**config.mk**
```make
export PLATFORM = sky130hd
export DESIGN_NAME = instruction_fetch_memory
export DESIGN_NICKNAME = d
export VERILOG_FILES = /design/src/rtl/imem_pkg.sv /design/src/rtl/imem_ram.sv /design/src/rtl/instruction_fetch_memory.sv
export SDC_FILE = /design/constraint.sdc
export NUM_CORES = 2
export LEC_CHECK = 0
export CAP_MARGIN = 10
export CORE_ASPECT_RATIO = 0.5
export CORE_MARGIN = 2
export CORE_UTILIZATION = 40
export DETAILED_ROUTE_END_ITERATION = 6
export PLACE_DENSITY_LB_ADDON = 0.1
export SYNTH_ARGS = -nofsm -noshare
export SYNTH_HDL_FRONTEND = slang
export SYNTH_SLANG_ARGS = --single-unit
```
**constraint.sdc**
```tcl
create_clock -name clk -period 2.48 [get_ports clk]
set_clock_uncertainty 0.05 [all_clocks]
set_input_delay 0.496 -clock clk [delete_from_list [all_inputs] [get_ports clk]]
set_output_delay 0.496 -clock clk [all_outputs]
set_load 0.05 [all_outputs]
```
**src/rtl/imem_pkg.sv**
```systemverilog
// Shared definitions for the instruction fetch memory: response error codes
// and the default instruction returned on an erroneous fetch.
package imem_pkg;

    typedef enum logic [1:0] {
        ERR_OK           = 2'd0,
        ERR_MISALIGNED   = 2'd1,
        ERR_OUT_OF_RANGE = 2'd2
    } imem_err_e;

    localparam logic [63:0] DEFAULT_NOP = '0;

    localparam int unsigned COUNT_W = 16;

endpackage

```
**src/rtl/imem_ram.sv**
```systemverilog
// DEPTH x DATA_W instruction store with one synchronous write port and one
// synchronous read port. The read register only updates on rd_en, so the last
// word read is held for as long as the consumer needs it.
module imem_ram #(
    parameter int DATA_W = 32,
    parameter int DEPTH  = 64,
    parameter int IDX_W  = $clog2(DEPTH)
) (
    input  logic              clk,
    input  logic              rst_n,
    input  logic              wr_en,
    input  logic [IDX_W-1:0]  wr_idx,
    input  logic [DATA_W-1:0] wr_data,
    input  logic              rd_en,
    input  logic [IDX_W-1:0]  rd_idx,
    output logic [DATA_W-1:0] rd_data
);

    logic [DATA_W-1:0] mem [DEPTH];

    // Program-load write; contents are never reset, indices past DEPTH are dropped.
    always_ff @(posedge clk) begin
        if (wr_en && (32'(wr_idx) < 32'(DEPTH))) begin
            mem[wr_idx] <= wr_data;
        end
    end

    // Registered read, cleared by reset so the response word reads as zero.
    always_ff @(posedge clk or negedge rst_n) begin
        if (!rst_n) begin
            rd_data <= '0;
        end else if (rd_en) begin
            rd_data <= mem[rd_idx];
        end
    end

endmodule

```
**src/rtl/instruction_fetch_memory.sv**
```systemverilog
// Instruction fetch memory: valid/ready fetch port with one-cycle response
// latency, alignment and range checking, flush, program-load port and a
// saturating count of consumed responses.
module instruction_fetch_memory
    import imem_pkg::*;
#(
    parameter int                DATA_W   = 32,
    parameter int                DEPTH    = 64,
    parameter int                ADDR_W   = 32,
    parameter logic [DATA_W-1:0] NOP_WORD = DATA_W'(DEFAULT_NOP)
) (
    input  logic                     clk,
    input  logic                     rst_n,
    input  logic                     fetch_valid,
    output logic                     fetch_ready,
    input  logic [ADDR_W-1:0]        fetch_addr,
    output logic                     resp_valid,
    input  logic                     resp_ready,
    output logic [DATA_W-1:0]        resp_instr,
    output logic [1:0]               resp_err,
    input  logic                     flush,
    input  logic                     load_en,
    input  logic [$clog2(DEPTH)-1:0] load_idx,
    input  logic [DATA_W-1:0]        load_data,
    output logic [COUNT_W-1:0]       fetch_count
);

    localparam int unsigned        IDX_W    = $clog2(DEPTH);
    localparam int unsigned        OFF_W    = $clog2(DATA_W / 8);
    localparam logic [ADDR_W-1:0]  OFF_MASK = ADDR_W'((DATA_W / 8) - 1);
    localparam logic [ADDR_W-1:0]  DEPTH_A  = ADDR_W'(DEPTH);

    logic [ADDR_W-1:0]  word_idx;
    imem_err_e          fetch_err;
    imem_err_e          err_q;
    logic               valid_q;
    logic [COUNT_W-1:0] count_q;
    logic [DATA_W-1:0]  rd_data;
    logic               accept;
    logic               consume;
    logic               rd_en;

    assign word_idx    = fetch_addr >> OFF_W;
    assign fetch_ready = !load_en && !flush && (!valid_q || resp_ready);
    assign accept      = fetch_valid && fetch_ready;
    assign consume     = valid_q && resp_ready && !flush;
    assign rd_en       = accept && (fetch_err == ERR_OK);

    // Classify the incoming address; misalignment wins over out-of-range.
    always_comb begin
        fetch_err = ERR_OK;
        if ((fetch_addr & OFF_MASK) != '0) begin
            fetch_err = ERR_MISALIGNED;
        end else if (word_idx >= DEPTH_A) begin
            fetch_err = ERR_OUT_OF_RANGE;
        end
    end

    imem_ram #(
        .DATA_W (DATA_W),
        .DEPTH  (DEPTH),
        .IDX_W  (IDX_W)
    ) u_ram (
        .clk     (clk),
        .rst_n   (rst_n),
        .wr_en   (load_en),
        .wr_idx  (load_idx),
        .wr_data (load_data),
        .rd_en   (rd_en),
        .rd_idx  (word_idx[IDX_W-1:0]),
        .rd_data (rd_data)
    );

    // Response valid/error register: flush drops, accept loads, consume clears.
    always_ff @(posedge clk or negedge rst_n) begin
        if (!rst_n) begin
            valid_q <= 1'b0;
            err_q   <= ERR_OK;
        end else if (flush) begin
            valid_q <= 1'b0;
        end else if (accept) begin
            valid_q <= 1'b1;
            err_q   <= fetch_err;
        end else if (resp_ready) begin
            valid_q <= 1'b0;
        end
    end

    // Saturating count of responses taken by the consumer outside flush cycles.
    always_ff @(posedge clk or negedge rst_n) begin
        if (!rst_n) begin
            count_q <= '0;
        end else if (consume && (count_q != '1)) begin
            count_q <= count_q + 1'b1;
        end
    end

    assign resp_valid  = valid_q;
    assign resp_err    = err_q;
    assign resp_instr  = (err_q == ERR_OK) ? rd_data : NOP_WORD;
    assign fetch_count = count_q;

endmodule

```
==> impl_summary.txt <==
----------------------------------------------------
[Status]
  Result of the run ... finished with violations
  Violated checks ... setup timing

[Global routing]
  Total routing usage reported by global routing ... 23.72%
  GRT met2 Usage ... 34.97%
  Via count of the first global-routing pass ... 42470
  Global-route wire length before repair ... 337000 um
  Total gr overflow ... 0
  Met3 demand-to-capacity share in global routing ... 6.342%
  Largest net degree at the start of global routing ... 65
  Antenna violations before repair ... 27
  Busiest grt layer ... met1
  Grt met1 use ... 35.52%

[Synthesis]
  Netlist cell types ... 46
  Synthesized instance count ... 3732
  Fraction of synthesis flops using an asynchronous set or reset pin ... 2.430%
  Sequential-to-total area share from yosys stat ... 77.99%
  Combined area of all synthesized cells ... 80490 sq um
  Yosys warns ... 0
  Net Count, Synth ... 3809
  Avg Inst Size Synth ... 21.57 sq um
  Main synth FF type ... edfxtp_1
  Number of enable flip-flop cells after synthesis ... 2048
  Post-synthesis sequential element count ... 2099

[Floorplan]
  DIE WIDTH ... 638.4 um
  I/O pin count ... 128
  Die area ... 205100 sq um
  Initial Utilization ... 40.25%
  Count of standard-cell rows ... 116
  Standard cell core area ... 200000 sq um
  Die Span Y ... 321.2 um

[Place]
  Number of placed instances, taps included ... 6901
  Last weighted congestion value of the routability-driven placer ... 0.8248
  Estimated wirelength of the detail-placed design ... 153600 um
  Count of buffers from port buffering ... 127

[STA]
  Hold slack final ... 0.06477 ns
  Final number of max-transition violations ... 0
  Worst max-slew margin expressed relative to the limit ... 21.20%
  Fin crit share ... 105.6%
  PnR worst setup slack ... -0.1399 ns
  Final critical-path required period ... 2.620 ns
  Number of endpoints failing setup at the final stage ... 32
  Total negative setup slack ... -2.740 ns
  Transition time at the pin with the least slew margin ... 1.179 ns
  Number of endpoints with negative hold slack in the final report ... 0
  Unrepaired setup endpoints after global routing ... yes
  Top achievable clock speed ... 381.7 MHz

[Final layout]
  Nets@finish ... 4532
  Final Instance Count excl. Fillers ... 7260
  Ratio of cells with drive above 1 in the final layout ... 37.62%
  Area grow syn2layout ... 21.91%

[Route]
  Count of TritonRoute iterations in the first routing pass ... 5
  Final ANT Viol Nets ... 0
  Iteration-0 DRC Markers ... 5130
  Total number of vias ... 41716
  Ratio of routed vias to standard cells ... 5.746
  Detail-routed net length per standard cell ... 33.53 um
  Total Routed Length ... 243500 um
  DRC errors left ... 0

[Setup path]
  Critical path data arrival time ... 2.07 ns
  Launch instance of the worst register-to-register path ... u_ram.mem[55][20]
  Register-to-register path setup slack ... 0.13 ns
  Timing startpoint of the critical path ... resp_err[1]
  Depth of the worst register-to-register path ... 8
  Endpoint of the worst register-to-register path ... u_ram.rd_data[20]
  Critical path endpoint category ... output port
  Worst setup path endpoint ... resp_instr[2]
  Data required time of the critical path ... 1.93 ns
  Setup crit start kind ... flop
  Critical path start-end classification ... reg -> out
  Critical Path Fanout Max ... 8

[CTS]
  Root buffer cell ... clkbuf_16
  TritonCTS clock tree ... yes
  Clock transition at the registers of the reported paths ... 0.07 ns
  Clk buf depth ... 4
  H-Tree Depth ... 4
  Clock sinks ... 2099
  CTS Buf Count ... 195
  Insertion delay to the later sink of the worst-skew pair ... 0.85 ns

[Power and ir drop]
  Leakage power of the design ... 0.03176 uW
  Power density over the cells ... 744.3 nW/um^2
  Peak ir drop on the vdd network ... 0.4991 mV

[Hold path]
  Hold Path Depth ... 2
  Worst hold-check path type ... in -> reg

[Run]
  Max-cap violations ... 0

----------------------------------------------------
==> cell usage after synthesis, types with 2 or more instances <==
cell type | number | area, sq um
buf_1 | 30 | 112.6
buf_2 | 61 | 305.3
o21bai_1 | 5 | 37.54
o211ai_1 | 27 | 202.7
a211oi_1 | 2 | 15.01
xor2_1 | 2 | 17.52
dfrtp_1 | 51 | 1276
o31ai_1 | 11 | 82.58
mux2_2 | 257 | 2894
clkbuf_1 | 112 | 420.4
mux4_2 | 416 | 9369
nor2_1 | 71 | 266.5
and3_1 | 33 | 206.5
and2_1 | 35 | 219.0
nand2b_1 | 6 | 37.54
o22ai_1 | 128 | 800.8
xnor2_1 | 13 | 113.9
nor4_1 | 7 | 43.79
nor3_1 | 84 | 420.4
a22oi_1 | 128 | 960.9
and4_1 | 4 | 35.03
buf_4 | 5 | 37.54
mux2i_1 | 32 | 320.3
inv_1 | 3 | 11.26
edfxtp_1 | 2048 | 61500
and3b_1 | 2 | 17.52
nand3b_1 | 3 | 22.52
or3_1 | 2 | 12.51
nand3_1 | 16 | 80.08
nand2_1 | 106 | 397.9
buf_6 | 7 | 78.83
nand4_1 | 7 | 43.79
nor2b_1 | 5 | 31.28
==> report_power, final <==
part,switching [uW],total [uW],internal [uW],leakage (uW)
Clock,13000,29000,16000,0.00290
Combinational,2850,4840,1990,0.00973
Sequential,91.9,39300,39200,0.0191
Total,15900,73000,57100,0.0318
==> registers in the layout, summed over array words and instances, names as in the netlist <==
register and cells:
fetch_count 16, resp_valid 1, resp_err 2, u_ram.rd_data 32, u_ram.mem 2048
==> repair_timing <==
item / CTS / global route
endpoints found under the setup margin: 48 / 34
resized for setup: 85 / 2
hold buffers: 3 / 0
setup buffers: 6 / 0
gates cloned: 3 / 0
endpoints found under the hold margin: 50 / 0
pin swaps: 11 / 0
==> layout make-up <==
| cell class | count | area [sq um] |
|---|---|---|
| antenna | 6 | 15.01 |
| multi-input combinational | 1415 | 17380 |
| tap | 2655 | 3322 |
| clock inverter | 74 | 615.6 |
| inverter | 3 | 11.26 |
| clock buffer | 267 | 5313 |
| timing repair buffer | 741 | 8695 |
| fill | 16179 | 101900 |
| sequential | 2099 | 62780 |
==> per-layer routing <==
layer | routed length [um] | vias to the layer above
li1 | - | 17133
met1 | 109400 | 22797
met2 | 106700 | 1533
met3 | 22630 | 251
met4 | 4758 | 2
met5 | 13 | -
==> worst max-delay path: stages (launching register included) <==
cell,delay [ns]
dfrtp_2,0.43
nor2_4,0.11
buf_6,0.16
buf_16,0.16
and2_4,0.20
buf_12,0.15
==> metrics by stage <==
stage / utilization [%] / power [uW] / area, sq um / setup WS, ns
floorplan: - / 41970 / 80740 / -0.4932
global placement: 45.96 / 44740 / 91920 / -0.8283
detailed placement: 45.96 / 44810 / 91920 / -0.8425
CTS: 49.05 / 73690 / 98110 / -0.1839
global route: 49.06 / 75280 / 98120 / -0.2005
finish: 49.07 / 73040 / 98130 / -0.1399
==> cell families (layout without fill, tap and decap cells) <==
group / count (synthesis) / count (layout) / synth area share [%]
flip-flops: 2099 / 2099 / 77.99
other: 0 / 6 / 0
buffers and inverters: 218 / 1085 / 1.200
AND/OR/NAND/NOR: 388 / 388 / 2.342
adder cells (fa/ha/maj): 1 / 1 / 0.01554
AO/OA/AOI/OAI: 306 / 306 / 2.660
XOR/XNOR: 15 / 15 / 0.1632
multiplexers: 705 / 705 / 15.63
==> layout by cell type (no fill, tap or decap), types with 4 or more instances in the layout <==
| master | count |
|---|---|
| dfrtp_1 | 49 |
| buf_2 | 35 |
| nor2_4 | 64 |
| buf_12 | 241 |
| nor3_1 | 81 |
| and2_4 | 32 |
| o211ai_1 | 27 |
| and4_1 | 4 |
| and3_1 | 33 |
| o21bai_1 | 5 |
| nand2_1 | 105 |
| mux4_2 | 416 |
| xnor2_1 | 13 |
| diode_2 | 6 |
| clkinv_2 | 27 |
| buf_4 | 403 |
| mux2_2 | 257 |
| nor2_1 | 7 |
| mux2i_1 | 32 |
| inv_6 | 5 |
| edfxtp_1 | 2048 |
| nor4_1 | 6 |
| clkbuf_16 | 197 |
| a22oi_1 | 128 |
| clkdlybuf4s50_1 | 37 |
| o22ai_1 | 128 |
| o31ai_1 | 11 |
| clkinv_1 | 28 |
| nand3_1 | 16 |
| clkbuf_1 | 58 |
| nand4_1 | 7 |
| bufinv_16 | 10 |
| clkbuf_8 | 12 |
| dlygate4sd2_1 | 14 |
==> how the worst min path moves through the flow <==
| stage | startpoint | end | slack [ns] |
|---|---|---|---|
| floorplan | rst_n | fetch_count[0] | 0.15 |
| CTS | load_data[28] | u_ram.mem[32][28] | 0.04 |
| global placement | fetch_count[10] | fetch_count[10] | 0.43 |
| detailed placement | fetch_count[10] | fetch_count[10] | 0.45 |
| finish | load_data[1] | u_ram.mem[26][1] | 0.06 |
| global route | load_data[28] | u_ram.mem[32][28] | 0.07 |
Power figures use the tool's default switching activity.
